==> src/rtl/lane_accumulator.sv <==
// Unpacks packed multiplier products into signed lanes, accumulates them per dot-product,
// and queues each finished result in a 2-entry valid/ready FIFO without ever stalling upstream.
module lane_accumulator #(
    parameter int ACC_W = 24,
    parameter int CNT_W = 16
) (
    input  logic                 clk,
    input  logic                 reset_n,
    input  logic                 clear,
    input  logic                 in_valid,
    input  logic [31:0]          in_p,
    input  logic [1:0]           in_mode,
    input  logic                 in_last,
    output logic                 out_valid,
    input  logic                 out_ready,
    output logic [8*ACC_W-1:0]   out_acc,
    output logic [1:0]           out_mode,
    output logic [CNT_W-1:0]     out_cnt,
    output logic                 out_sat,
    output logic                 err_ovf,
    output logic                 err_mode
);

    typedef enum logic {IDLE, ACC} state_t;

    state_t             state;
    logic [1:0]         mode_q;
    logic [ACC_W-1:0]   acc_q [8];
    logic [CNT_W-1:0]   cnt_q;
    logic               sat_q;

    logic [1:0]         ext_mode;
    logic [ACC_W-1:0]   lane [8];
    logic [ACC_W:0]     sum [8];
    logic [ACC_W-1:0]   acc_nxt [8];
    logic [7:0]         lane_sat;
    logic [CNT_W-1:0]   cnt_nxt;
    logic               sat_nxt;
    logic [8*ACC_W-1:0] push_acc;
    logic               push;

    logic [8*ACC_W-1:0] mem_acc [2];
    logic [1:0]         mem_mode [2];
    logic [CNT_W-1:0]   mem_cnt [2];
    logic               mem_sat [2];
    logic               rd_ptr;
    logic               wr_ptr;
    logic [1:0]         count;
    logic               pop;
    logic               full;
    logic               do_push;

    // Mid-accumulation beats are always unpacked with the mode captured on the first beat.
    always_comb begin
        ext_mode = (state == ACC) ? mode_q : in_mode;
        for (int k = 0; k < 8; k++) begin
            lane[k] = '0;
        end
        case (ext_mode)
            2'd0: begin
                for (int k = 0; k < 2; k++) begin
                    lane[k] = {{(ACC_W-16){in_p[16*k+15]}}, in_p[16*k +: 16]};
                end
            end
            2'd1: begin
                for (int k = 0; k < 4; k++) begin
                    lane[k] = {{(ACC_W-8){in_p[8*k+7]}}, in_p[8*k +: 8]};
                end
            end
            default: begin
                for (int k = 0; k < 8; k++) begin
                    lane[k] = {{(ACC_W-4){in_p[4*k+3]}}, in_p[4*k +: 4]};
                end
            end
        endcase
    end

    always_comb begin
        lane_sat = '0;
        push_acc = '0;
        for (int k = 0; k < 8; k++) begin
            sum[k]     = {acc_q[k][ACC_W-1], acc_q[k]} + {lane[k][ACC_W-1], lane[k]};
            acc_nxt[k] = sum[k][ACC_W-1:0];
            if (state == IDLE) begin
                acc_nxt[k] = lane[k];
            end else if (sum[k][ACC_W] != sum[k][ACC_W-1]) begin
                lane_sat[k] = 1'b1;
                acc_nxt[k]  = sum[k][ACC_W] ? {1'b1, {(ACC_W-1){1'b0}}}
                                            : {1'b0, {(ACC_W-1){1'b1}}};
            end
            push_acc[k*ACC_W +: ACC_W] = acc_nxt[k];
        end
        if (state == IDLE) begin
            cnt_nxt = CNT_W'(1);
        end else begin
            cnt_nxt = (&cnt_q) ? cnt_q : cnt_q + CNT_W'(1);
        end
        sat_nxt = ((state == ACC) && sat_q) || (|lane_sat);
        push    = in_valid && in_last;
    end

    always_ff @(posedge clk or negedge reset_n) begin
        if (!reset_n) begin
            state    <= IDLE;
            mode_q   <= '0;
            cnt_q    <= '0;
            sat_q    <= 1'b0;
            err_mode <= 1'b0;
            for (int k = 0; k < 8; k++) begin
                acc_q[k] <= '0;
            end
        end else if (clear) begin
            state    <= IDLE;
            mode_q   <= '0;
            cnt_q    <= '0;
            sat_q    <= 1'b0;
            err_mode <= 1'b0;
            for (int k = 0; k < 8; k++) begin
                acc_q[k] <= '0;
            end
        end else if (in_valid) begin
            for (int k = 0; k < 8; k++) begin
                acc_q[k] <= acc_nxt[k];
            end
            cnt_q <= cnt_nxt;
            sat_q <= sat_nxt;
            if (state == IDLE) begin
                mode_q <= in_mode;
            end else if (in_mode != mode_q) begin
                err_mode <= 1'b1;
            end
            state <= in_last ? IDLE : ACC;
        end
    end

    // A push into a full FIFO only succeeds when the head leaves in the same cycle.
    assign out_valid = (count != 2'd0);
    assign full      = (count == 2'd2);
    assign pop       = out_valid && out_ready;
    assign do_push   = push && (!full || pop);

    always_ff @(posedge clk or negedge reset_n) begin
        if (!reset_n) begin
            rd_ptr  <= 1'b0;
            wr_ptr  <= 1'b0;
            count   <= '0;
            err_ovf <= 1'b0;
            for (int i = 0; i < 2; i++) begin
                mem_acc[i]  <= '0;
                mem_mode[i] <= '0;
                mem_cnt[i]  <= '0;
                mem_sat[i]  <= 1'b0;
            end
        end else if (clear) begin
            rd_ptr  <= 1'b0;
            wr_ptr  <= 1'b0;
            count   <= '0;
            err_ovf <= 1'b0;
        end else begin
            if (do_push) begin
                mem_acc[wr_ptr]  <= push_acc;
                mem_mode[wr_ptr] <= ext_mode;
                mem_cnt[wr_ptr]  <= cnt_nxt;
                mem_sat[wr_ptr]  <= sat_nxt;
                wr_ptr           <= ~wr_ptr;
            end
            if (pop) begin
                rd_ptr <= ~rd_ptr;
            end
            if (push && full && !pop) begin
                err_ovf <= 1'b1;
            end
            case ({do_push, pop})
                2'b10:   count <= count + 2'd1;
                2'b01:   count <= count - 2'd1;
                default: count <= count;
            endcase
        end
    end

    assign out_acc  = out_valid ? mem_acc[rd_ptr]  : '0;
    assign out_mode = out_valid ? mem_mode[rd_ptr] : '0;
    assign out_cnt  = out_valid ? mem_cnt[rd_ptr]  : '0;
    assign out_sat  = out_valid ? mem_sat[rd_ptr]  : 1'b0;

endmodule

==> config.mk <==
export PLATFORM = sky130hd
export DESIGN_NAME = lane_accumulator
export DESIGN_NICKNAME = d
export VERILOG_FILES = /design/src/rtl/lane_accumulator.sv
export SDC_FILE = /design/constraint.sdc
export NUM_CORES = 2
export LEC_CHECK = 0
export BUFFER_PORTS_ARGS = -buffer_cell sky130_fd_sc_hd__buf_2
export CAP_MARGIN = 20
export CORE_ASPECT_RATIO = 0.75
export CORE_MARGIN = 2
export CORE_UTILIZATION = 61
export CTS_CLUSTER_DIAMETER = 120
export DETAILED_ROUTE_END_ITERATION = 8
export PLACE_DENSITY = 0.78
export SLEW_MARGIN = 10
export SYNTH_ARGS = -nofsm -noshare
export SYNTH_HDL_FRONTEND = slang
export SYNTH_SLANG_ARGS = --single-unit
==> constraint.sdc <==
create_clock -name clk -period 11.3 [get_ports clk]
set_clock_uncertainty 0.1 [all_clocks]
set_input_delay 0 -clock clk [delete_from_list [all_inputs] [get_ports clk]]
set_output_delay 0 -clock clk [all_outputs]
set_load 0.01 [all_outputs]
==> impl_metrics.toml <==
[drt]
drt_iter0_drc = 3449
via_per_inst = 6.29
routed_wirelength_um = 109000
vias = 35000
ant_nets = 0
drt-pass1-iter-count = 6
avgRoutedWirePerCell_um = 19.6
post-route-drc-count = 0

[grt]
grt_max_degree = 172
grt_pass1_wl_um = 176000
overflow = 0
grt_antenna_before_repair = 3
grt_pass1_vias = 32700
grt_use_total_pct = 32.3

[setup_path]
required_ns = 11.79
path_class = "register to register"
cp-startpoint = "state"
cp_data_arrival_time_ns = 6.91
cp_max_fo = 40
timing.rr.start = "state"
critPathCaptureType = "register"
start_kind = "register"

[synthesis]
synth-seq-area-share_pct = 40.7
synth_enable_flop_cells = 0
avgSynthCellArea_um2 = 8.57
synth_cells = 4593
async_flop_share_pct = 100
yosys_warnings = 0
syn_nets = 4750
ys_ff_latch = 640
netlist_area_mm2 = 0.0394
synth-main-ff-cell = "dfrtp_1"
ys_types = 80

[clock_network]
clock_path_buffers = 3
clock_latency_ns = 0.65
cts_tree = "done"
post_cts_buffers = 0
cts_num_sinks = 640
cts-root-buf = "clkbuf_16"
clk_pin_slew_ns = 0.07
h-tree-depth = 2
cts_buffers = 61

[timing]
setup_tns_ns = 0
setup_viol = 0
fin_crit_sh_pct = 56.8
worst-slew-pin-transition_ns = 1.14
drv_slew = 0
fmax_mhz = 156
final_hold_viol_count = 0
slew_headroom_pct = 24.2
fin_crit_ns = 6.42
rsz0062_at_grt = "false"

[placed_design]
place.gp.congestion = 0.943
port_buffers = 253
dp.cells = 5414
hpwlAfterDp_um = 72800

[finish]
final_util_pct = 68.5
fin_cells = 5572
synthToLayoutAreaGrowth_pct = 10.8
drive_gt1_share_pct = 11.2
num_antenna_cells = 0
fill_cells = 5159
num-nets-final = 4818
multi_input_area_mm2 = 0.0219
regArea_mm2 = 0.0160

[die]
die_w_um = 297
core_mm2 = 0.0638
fp.dieH_um = 224
dieArea_mm2 = 0.0666
ios = 254
rows = 80
start_util_pct = 61.8

[min_path]
hold_class = "input port to register"
hold_start = "in_p[14]"

[power]
peakVddDrop_v = 0.000150
powerDensity_mw_per_mm2 = 167
power.leakage_uw = 0.0195

[status]
status = "finished, final reports clean"

[run]
drv_cap = 0
==> layer usage <==
metal  up-vias  routed length (um)  GRT usage (%)
li1      16500                   -              -
met1     17100               49700           47.4
met2      1302               47700           48.9
met3       202                8180           4.75
met4         0                3840           11.4
met5         -                   0              0
==> final cells by class <==
type	instances	share of cell area, %
tap	861	2.47
timing repair buffer	341	4.85
sequential	640	36.7
multi-input combinational	3553	50.2
inverter	64	0.550
clock buffer	81	4.04
clock inverter	32	1.18
==> flip-flops by register name (all words and copies together) (netlist names), 2 cells and up <==
register  cells
acc_q       192
cnt_q        16
count         2
mem_acc     384
mem_cnt      32
mem_mode      4
mem_sat       2
mode_q        2
==> synth_stat cells, drive strengths merged (26+ instances only) <==
cell	number	share of area, %
nor2	588	5.6
o21ai	427	5.4
nand4	30	0.48
a22o	27	0.60
inv	62	0.59
a211oi	153	2.9
xnor2	133	3.0
dfrtp	640	41
nand2	619	5.9
and3	32	0.51
mux2i	256	6.5
o21a	43	0.82
and2	35	0.56
ha	109	3.5
nand2b	26	0.41
a21o	57	1.1
o31ai	28	0.53
a31oi	54	0.86
o211ai	37	0.72
nor3	57	0.74
a21oi	293	3.7
nand3	71	0.90
xor2	61	1.4
buf	47	0.51
clkbuf	289	2.8
mux2	80	2.3
==> metrics by stage <==
step | total power, uW | worst slack, ns | instance area, um^2 | hold WS [ns]
after global placement | 4890 | 4.47 | 40900 | -0.0343
after detailed placement | 4950 | 4.31 | 40900 | -0.0278
after CTS | 7290 | 4.29 | 43600 | 0.00501
final | 7300 | 4.88 | 43700 | 0.0342
after global routing | 7680 | 4.50 | 43700 | 0.0777
after floorplan | 4380 | 6.19 | 39400 | -0.396
==> cell families after synthesis <==
family / after synthesis / share of synthesized area, %
xor gates and xnor gates: 194 / 4.31
adders and majority gates: 132 / 4.25
buffers and inverters: 400 / 3.87
and+or+nand+nor: 1595 / 17.6
muxes: 336 / 8.80
AOI/OAI and AO/OA: 1296 / 20.5
DFF: 640 / 40.7
==> worst max-delay path: stages, from the launching register on <==
cell and delay (ns):
dfrtp_4 0.69, buf_4 0.55, mux2_2 0.51, a21oi_1 0.53, a21oi_1 0.48, ha_1 0.51, a21o_1 0.21, a21o_1 0.17
a21oi_1 0.14, o21ai_0 0.15, or3_1 0.40, o21ai_1 0.72, o211ai_1 0.28, a311oi_1 0.32, dlygate4sd3_1 0.59
==> worst paths after layout <==
path / endpoint / cells after the start / slack [ns]
hold / removal: acc_q[182] / 6 / 0.03
setup / recovery: acc_q[170] / 14 / 4.88
max in group asynchronous: rd_ptr / 5 / 8.92
hold reg to reg: mem_cnt[25] / 2 / 0.37
setup reg to reg: acc_q[170] / 14 / 4.88
min in group asynchronous: acc_q[123] / 4 / 0.46
==> cell usage in the layout, fill, tap and decap left out, drive strengths merged, types with 26 or more instances in the layout <==
cell / Yosys / routed
dfrtp: 640 / 640
nand2: 619 / 619
nor2: 588 / 588
o21ai: 427 / 427
buf: 47 / 301
a21oi: 293 / 293
mux2i: 256 / 256
a211oi: 153 / 153
xnor2: 133 / 133
ha: 109 / 109
clkbuf: 289 / 81
mux2: 80 / 80
nand3: 71 / 71
inv: 62 / 67
xor2: 61 / 61
a21o: 57 / 57
nor3: 57 / 57
a31oi: 54 / 54
o21a: 43 / 43
dlygate4sd3: 0 / 40
o211ai: 37 / 37
and2: 35 / 35
and3: 32 / 32
nand4: 30 / 30
o31ai: 28 / 28
a22o: 27 / 27
nand2b: 26 / 26
==> power breakdown <==
group          switching [uW]  internal [uW]
clock network             932           1390
logic                    1210            773
registers                 273           2720
==> repair_timing <==
| action | 4_1_cts | 5_1_grt |
|---|---|---|
| hold buffers | 41 | 0 |
| hold endpoints to repair | 255 | 0 |
| gates resized for setup | 0 | 0 |
Power figures use the tool's default switching activity.
